===== src/rtl/tablero_pkg.sv =====
// Shared types for the tic-tac-toe board/turn datapath: cell encoding, FSM states, one-hot helper.
// Pure declarations; no timing or flow control of its own.
package tablero_pkg;

  localparam int NUM_CELDAS = 9;

  typedef enum logic [1:0] {
    VACIA = 2'b00,
    J1    = 2'b01,
    J2    = 2'b10
  } celda_t;

  typedef enum logic [2:0] {
    ESPERA_J1,
    VALIDA_J1,
    ESPERA_J2,
    VALIDA_J2,
    FIN
  } estado_t;

  function automatic logic es_one_hot(input logic [NUM_CELDAS-1:0] v);
    return (v != '0) && ((v & (v - {{(NUM_CELDAS-1){1'b0}}, 1'b1})) == '0);
  endfunction

endpackage


===== src/rtl/temporizador_turno.sv =====
// Idle-turn counter: clear/enable, combinational terminal-count pulse at TIEMPO_TURNO-1.
// Wraps itself back to zero on terminal count; no backpressure.
module temporizador_turno #(
  parameter int TIEMPO_TURNO = 500,
  parameter int ANCHO_TIMER  = 9
) (
  input  logic clk,
  input  logic rst,
  input  logic limpiar,
  input  logic habilitar,
  output logic fin_cuenta
);

  localparam logic [ANCHO_TIMER-1:0] LIMITE = ANCHO_TIMER'(TIEMPO_TURNO - 1);
  localparam logic [ANCHO_TIMER-1:0] UNO    = ANCHO_TIMER'(1);

  logic [ANCHO_TIMER-1:0] cuenta_q, cuenta_d;

  assign fin_cuenta = habilitar && (cuenta_q == LIMITE);

  always_comb begin
    cuenta_d = cuenta_q;
    if (limpiar || fin_cuenta) begin
      cuenta_d = '0;
    end else if (habilitar) begin
      cuenta_d = cuenta_q + UNO;
    end
  end

  always_ff @(posedge clk or posedge rst) begin
    if (rst) begin
      cuenta_q <= '0;
    end else begin
      cuenta_q <= cuenta_d;
    end
  end

endmodule


===== src/rtl/control_turnos_tablero.sv =====
// Board register and turn sequencer: captures a selection, validates it for one cycle, then commits or rejects.
// confirmar -> board visible 2 cycles later; confirmar outside ESPERA is dropped, never queued.
module control_turnos_tablero
  import tablero_pkg::*;
#(
  parameter int TIEMPO_TURNO = 500,
  parameter int ANCHO_TIMER  = 9
) (
  input  logic       clk,
  input  logic       rst,
  input  logic       nuevo_juego,
  input  logic       confirmar,
  input  logic [8:0] seleccion,
  input  logic       jugadaIlegal,
  input  logic       hay_ganador,
  output logic [1:0] pos0,
  output logic [1:0] pos1,
  output logic [1:0] pos2,
  output logic [1:0] pos3,
  output logic [1:0] pos4,
  output logic [1:0] pos5,
  output logic [1:0] pos6,
  output logic [1:0] pos7,
  output logic [1:0] pos8,
  output logic [8:0] jugador1Habilitado,
  output logic [8:0] jugador2Habilitado,
  output logic       turno,
  output logic       jugada_rechazada,
  output logic       tiempo_agotado,
  output logic       juego_terminado,
  output logic [3:0] num_jugadas
);

  estado_t                 estado_q, estado_d;
  logic [NUM_CELDAS-1:0]   sel_q, sel_d;
  logic [NUM_CELDAS-1:0]   hab1_q, hab1_d, hab2_q, hab2_d;
  celda_t                  tablero_q [NUM_CELDAS];
  celda_t                  tablero_d [NUM_CELDAS];
  logic [3:0]              num_q, num_d;
  logic                    turno_q, turno_d;
  logic                    rechazada_q, rechazada_d;
  logic                    agotado_q, agotado_d;
  logic                    en_espera, habilitar_timer, fin_cuenta;

  // Timer only runs on a genuinely idle ESPERA cycle; kept off the next-state block to avoid a comb loop.
  assign en_espera       = (estado_q == ESPERA_J1) || (estado_q == ESPERA_J2);
  assign habilitar_timer = en_espera && !hay_ganador && (num_q != 4'd9) && !confirmar && !nuevo_juego;

  temporizador_turno #(
    .TIEMPO_TURNO(TIEMPO_TURNO),
    .ANCHO_TIMER (ANCHO_TIMER)
  ) u_temporizador (
    .clk       (clk),
    .rst       (rst),
    .limpiar   (!habilitar_timer),
    .habilitar (habilitar_timer),
    .fin_cuenta(fin_cuenta)
  );

  always_comb begin
    estado_d    = estado_q;
    sel_d       = sel_q;
    hab1_d      = '0;
    hab2_d      = '0;
    tablero_d   = tablero_q;
    num_d       = num_q;
    turno_d     = turno_q;
    rechazada_d = 1'b0;
    agotado_d   = 1'b0;

    case (estado_q)
      ESPERA_J1, ESPERA_J2: begin
        if (hay_ganador || (num_q == 4'd9)) begin
          estado_d = FIN;
        end else if (confirmar) begin
          sel_d = seleccion;
          if (estado_q == ESPERA_J1) begin
            estado_d = VALIDA_J1;
            hab1_d   = seleccion;
          end else begin
            estado_d = VALIDA_J2;
            hab2_d   = seleccion;
          end
        end else if (fin_cuenta) begin
          agotado_d = 1'b1;
          turno_d   = ~turno_q;
          estado_d  = (estado_q == ESPERA_J1) ? ESPERA_J2 : ESPERA_J1;
        end
      end
      VALIDA_J1, VALIDA_J2: begin
        if (jugadaIlegal || !es_one_hot(sel_q)) begin
          rechazada_d = 1'b1;
          estado_d    = (estado_q == VALIDA_J1) ? ESPERA_J1 : ESPERA_J2;
        end else begin
          for (int i = 0; i < NUM_CELDAS; i++) begin
            if (sel_q[i]) tablero_d[i] = (estado_q == VALIDA_J1) ? J1 : J2;
          end
          if (num_q != 4'd9) num_d = num_q + 4'd1;
          turno_d  = ~turno_q;
          estado_d = (estado_q == VALIDA_J1) ? ESPERA_J2 : ESPERA_J1;
        end
      end
      FIN: ;
      default: estado_d = ESPERA_J1;
    endcase

    if (nuevo_juego) begin
      estado_d    = ESPERA_J1;
      sel_d       = '0;
      hab1_d      = '0;
      hab2_d      = '0;
      num_d       = '0;
      turno_d     = 1'b0;
      rechazada_d = 1'b0;
      agotado_d   = 1'b0;
      for (int i = 0; i < NUM_CELDAS; i++) tablero_d[i] = VACIA;
    end
  end

  always_ff @(posedge clk or posedge rst) begin
    if (rst) begin
      estado_q    <= ESPERA_J1;
      sel_q       <= '0;
      hab1_q      <= '0;
      hab2_q      <= '0;
      num_q       <= '0;
      turno_q     <= 1'b0;
      rechazada_q <= 1'b0;
      agotado_q   <= 1'b0;
      for (int i = 0; i < NUM_CELDAS; i++) tablero_q[i] <= VACIA;
    end else begin
      estado_q    <= estado_d;
      sel_q       <= sel_d;
      hab1_q      <= hab1_d;
      hab2_q      <= hab2_d;
      num_q       <= num_d;
      turno_q     <= turno_d;
      rechazada_q <= rechazada_d;
      agotado_q   <= agotado_d;
      tablero_q   <= tablero_d;
    end
  end

  assign pos0 = tablero_q[0];
  assign pos1 = tablero_q[1];
  assign pos2 = tablero_q[2];
  assign pos3 = tablero_q[3];
  assign pos4 = tablero_q[4];
  assign pos5 = tablero_q[5];
  assign pos6 = tablero_q[6];
  assign pos7 = tablero_q[7];
  assign pos8 = tablero_q[8];

  assign jugador1Habilitado = hab1_q;
  assign jugador2Habilitado = hab2_q;
  assign turno              = turno_q;
  assign jugada_rechazada   = rechazada_q;
  assign tiempo_agotado     = agotado_q;
  assign juego_terminado    = (estado_q == FIN);
  assign num_jugadas        = num_q;

endmodule


===== config.mk =====
export PLATFORM = sky130hd
export DESIGN_NAME = control_turnos_tablero
export DESIGN_NICKNAME = d
export VERILOG_FILES = /design/src/rtl/tablero_pkg.sv /design/src/rtl/temporizador_turno.sv /design/src/rtl/control_turnos_tablero.sv
export SDC_FILE = /design/constraint.sdc
export NUM_CORES = 1
export LEC_CHECK = 0
export ABC_AREA = 1
export CAP_MARGIN = 20
export CORE_MARGIN = 3
export CORE_UTILIZATION = 51
export CTS_CLUSTER_DIAMETER = 80
export DETAILED_ROUTE_END_ITERATION = 7
export PLACE_DENSITY = 0.89
export SKIP_CTS_REPAIR_TIMING = 1
export SLEW_MARGIN = 20
export SYNTH_ARGS = -nofsm -noshare
export SYNTH_HDL_FRONTEND = slang
export SYNTH_SLANG_ARGS = --single-unit
export TNS_END_PERCENT = 5

===== constraint.sdc =====
create_clock -name clk -period 2.5 [get_ports clk]
set_input_delay 0.375 -clock clk [delete_from_list [all_inputs] [get_ports clk]]
set_output_delay 0.375 -clock clk [all_outputs]
set_load 0.05 [all_outputs]

==> impl_metrics.json <==
{
  "dpl_cell_area_sq_mm": 0.00359,
  "clock-skew-final_ps": 8.70,
  "worstSetupPathType": "register to primary output",
  "remaining_drc_errors": 0,
  "maxCapViolCount": 0,
  "placement_rows": 26,
  "post_drt_via_cell_ratio": 5.11,
  "stdcell_count": 458,
  "async_flop_share_pct": 100,
  "floorplan.die.height_um": 81.7,
  "drive_above_1_share_pct": 13.9,
  "gp_routability_congestion": 0.906,
  "crit_chain": "nor3_1, clkdlybuf4s50_1",
  "fin_util_pct": 71.3,
  "core_region_area_sq_mm": 0.00530,
  "hold_ws_ps": 350,
  "post-synth-top-area-cell": "sky130_fd_sc_hd__dfrtp_1",
  "yosys-top-cells-area": "sky130_fd_sc_hd__dfrtp_1 55%, sky130_fd_sc_hd__nand2_1 7.8%, sky130_fd_sc_hd__nor2_1 5.8%, sky130_fd_sc_hd__inv_1 3.7%, sky130_fd_sc_hd__o21ai_0 3.3%",
  "routed_wirelength_um": 6170,
  "final_period_minus_worst_setup_slack_ps": 2360,
  "syn-mean-instance-area_sq_um": 9.27,
  "synth_warnings": 0,
  "top_level_ports": 59,
  "total_die_area_sq_mm": 0.00667,
  "detailroute.via_count": 2342,
  "critical_path.startpoint": "estado_q[1]",
  "grt_max_degree": 46,
  "synth_top_area_share_pct": 54.9,
  "drt-pass1-iter-count": 4,
  "final_hold_viol_count": 0,
  "mappedNetlistArea_sq_mm": 0.00292,
  "antenna_found_initial": 0,
  "maxSlewViolCount": 0,
  "number_of_global_route_vias_before_repair": 2311,
  "cts_tree": "yes",
  "cts_buffer_depth": 2,
  "leakage_power_nw": 1.74,
  "multi_input_combinational_cell_area_sq_mm": 0.00116,
  "nFillCells": 381,
  "setup_repair_after_global_routing_missed_its_margin": "false",
  "synth.net_count": 333,
  "drt-initial-drc-count": 145,
  "insertion_delay_ps": 350,
  "crit_path_max_fanout": 6,
  "synth_top_flop_cell": "sky130_fd_sc_hd__dfrtp_1",
  "clk_pin_slew_ps": 70,
  "diodes": 0,
  "cp_peak_stage_delay_ps": 870,
  "die_w_um": 81.7,
  "seqCellArea_sq_mm": 0.00160,
  "max_clock_freq_mhz": 424,
  "clockRootBuffer": "sky130_fd_sc_hd__clkbuf_8",
  "grt-ovfl-total": 0,
  "hold_path_class": "input pin to async pin",
  "clock_buffer_count_from_cts": 9,
  "pwr_density_cell_mw_per_mm2": 720,
  "worstPathArrival_ps": 1980,
  "post-dp-hpwl_um": 4560,
  "synth_commonest_cells": "64 x sky130_fd_sc_hd__dfrtp_1, 61 x sky130_fd_sc_hd__nand2_1, 45 x sky130_fd_sc_hd__nor2_1",
  "critPathLaunchType": "register",
  "critical_path_required_ps": 2120,
  "htree_levels": 3,
  "final_nets": 402,
  "final.setup.tns_ps": 0,
  "portBuffers": 58,
  "power.ir.vdd_worst_mv": 0.417,
  "place_inst": 443,
  "min_period_over_period_pct": 94.3,
  "timing.max_slew.rel_slack_pct": 61.4,
  "most_numerous_cell_in_the_yosys_netlist": "sky130_fd_sc_hd__dfrtp_1",
  "setup-violations-final": 0,
  "grt_first_pass_wirelength_um": 10400,
  "max_slew.worst_pin.slew_ps": 573,
  "post_synth_num_cell_types": 30,
  "start_util_pct": 55.0,
  "run_status": "finished, final reports clean",
  "syn_to_final_growth_pct": 29.4,
  "tritoncts_num_sinks": 64,
  "gr-usage-all-layers_pct": 21.2,
  "syn-instance-count": 315,
  "synth_sequential_area_ratio_pct": 54.9,
  "antenna_violating_nets_post_route": 0,
  "synth-seq-cells": 64,
  "avgRoutedWirePerCell_um": 13.5,
  "crit-reg2reg-launch": "sel_q[0]",
  "critPathSlowestCell": "sky130_fd_sc_hd__clkdlybuf4s50_1",
  "worstSetupEndpointType": "primary output",
  "synth_edf_count": 0,
  "final_cell_area_sq_mm": 0.00378
}
[kinds of logic (layout without fill, tap and decap cells)]
| group | Yosys count | after routing | synth area share, % |
|---|---|---|---|
| buf+inv | 35 | 108 | 5.27 |
| fa+ha+maj | 3 | 3 | 1.29 |
| compound gates | 50 | 50 | 9.43 |
| flops | 64 | 64 | 54.9 |
| simple gates | 159 | 159 | 27.7 |
| xor+xnor | 4 | 4 | 1.46 |
[sequential cells by signal, indices dropped and copies added (netlist names)]
register,flops
pos6,2
pos8,2
pos7,2
sel_q,9
pos0,2
pos5,2
estado_q,3
num_jugadas,4
turno,1
pos1,2
pos3,2
pos2,2
u_temporizador.cuenta_q,9
jugada_rechazada,1
jugador2Habilitado,9
jugador1Habilitado,9
pos4,2
tiempo_agotado,1
[cell type report]
type / count / share of cell area, %
flip-flops and latches: 64 / 42.4
multi-input cells: 216 / 30.8
repair buffers: 62 / 16.5
clock buffers: 11 / 3.74
inverters: 31 / 3.08
well taps: 70 / 2.32
clock inverters: 4 / 1.19
[through the flow]
stage | setup slack, ps | total power, mW
2_1_floorplan | 383 | 1.66
3_3_place_gp | 529 | 1.87
3_5_place_dp | 527 | 1.88
4_1_cts | 132 | 2.74
5_1_grt | 84.2 | 2.86
6_report | 143 | 2.72
[path summary, 6_finish.rpt]
check,endpoint,slack [ps],depth (start not counted)
worst max register to register,num_jugadas[0],630,8
worst min-delay path,u_temporizador.cuenta_q[2],350,2
worst max-delay path,juego_terminado,140,2
min in group clk,u_temporizador.cuenta_q[0],480,1
max in group asynchronous,pos5[1],1580,3
worst min register to register,u_temporizador.cuenta_q[0],480,1
[report_power, final]
| part | internal, mW | switching, mW | leakage (nW) |
|---|---|---|---|
| Sequential | 1.11 | 0.0624 | 0.871 |
| Clock | 0.477 | 0.380 | 0.0989 |
| Combinational | 0.230 | 0.466 | 0.772 |
[placed cells by master (no fill, tap or decap), drive strengths merged, types with 4 or more instances in the layout]
cell / synthesis / final
o21ai: 41 / 41
a21oi: 8 / 8
nor3: 5 / 5
clkinv: 2 / 5
clkdlybuf4s50: 0 / 58
dfrtp: 64 / 64
or2: 5 / 5
nor2: 49 / 49
nand2: 78 / 78
clkbuf: 1 / 11
buf: 3 / 4
nand3: 15 / 15
inv: 29 / 29
[critical path: cells and delay by family (launching register included)]
| kind | cells | cell delay, ps |
|---|---|---|
| buffers and inverters | 1 | 870 |
| flip-flops | 1 | 440 |
| AND/OR/NAND/NOR | 1 | 320 |
[metal layers]
metal  global-route usage [%]  share of wire (%)  vias up  wire length, um
li1                         -                  -     1149                -
met1                     26.1                 42     1113             2610
met2                     34.7                 51       70             3130
met3                     5.59                5.3       10              328
met4                     10.1                1.7        0              105
met5                        0                  0        -                0
(Power assumes the default switching activity.)
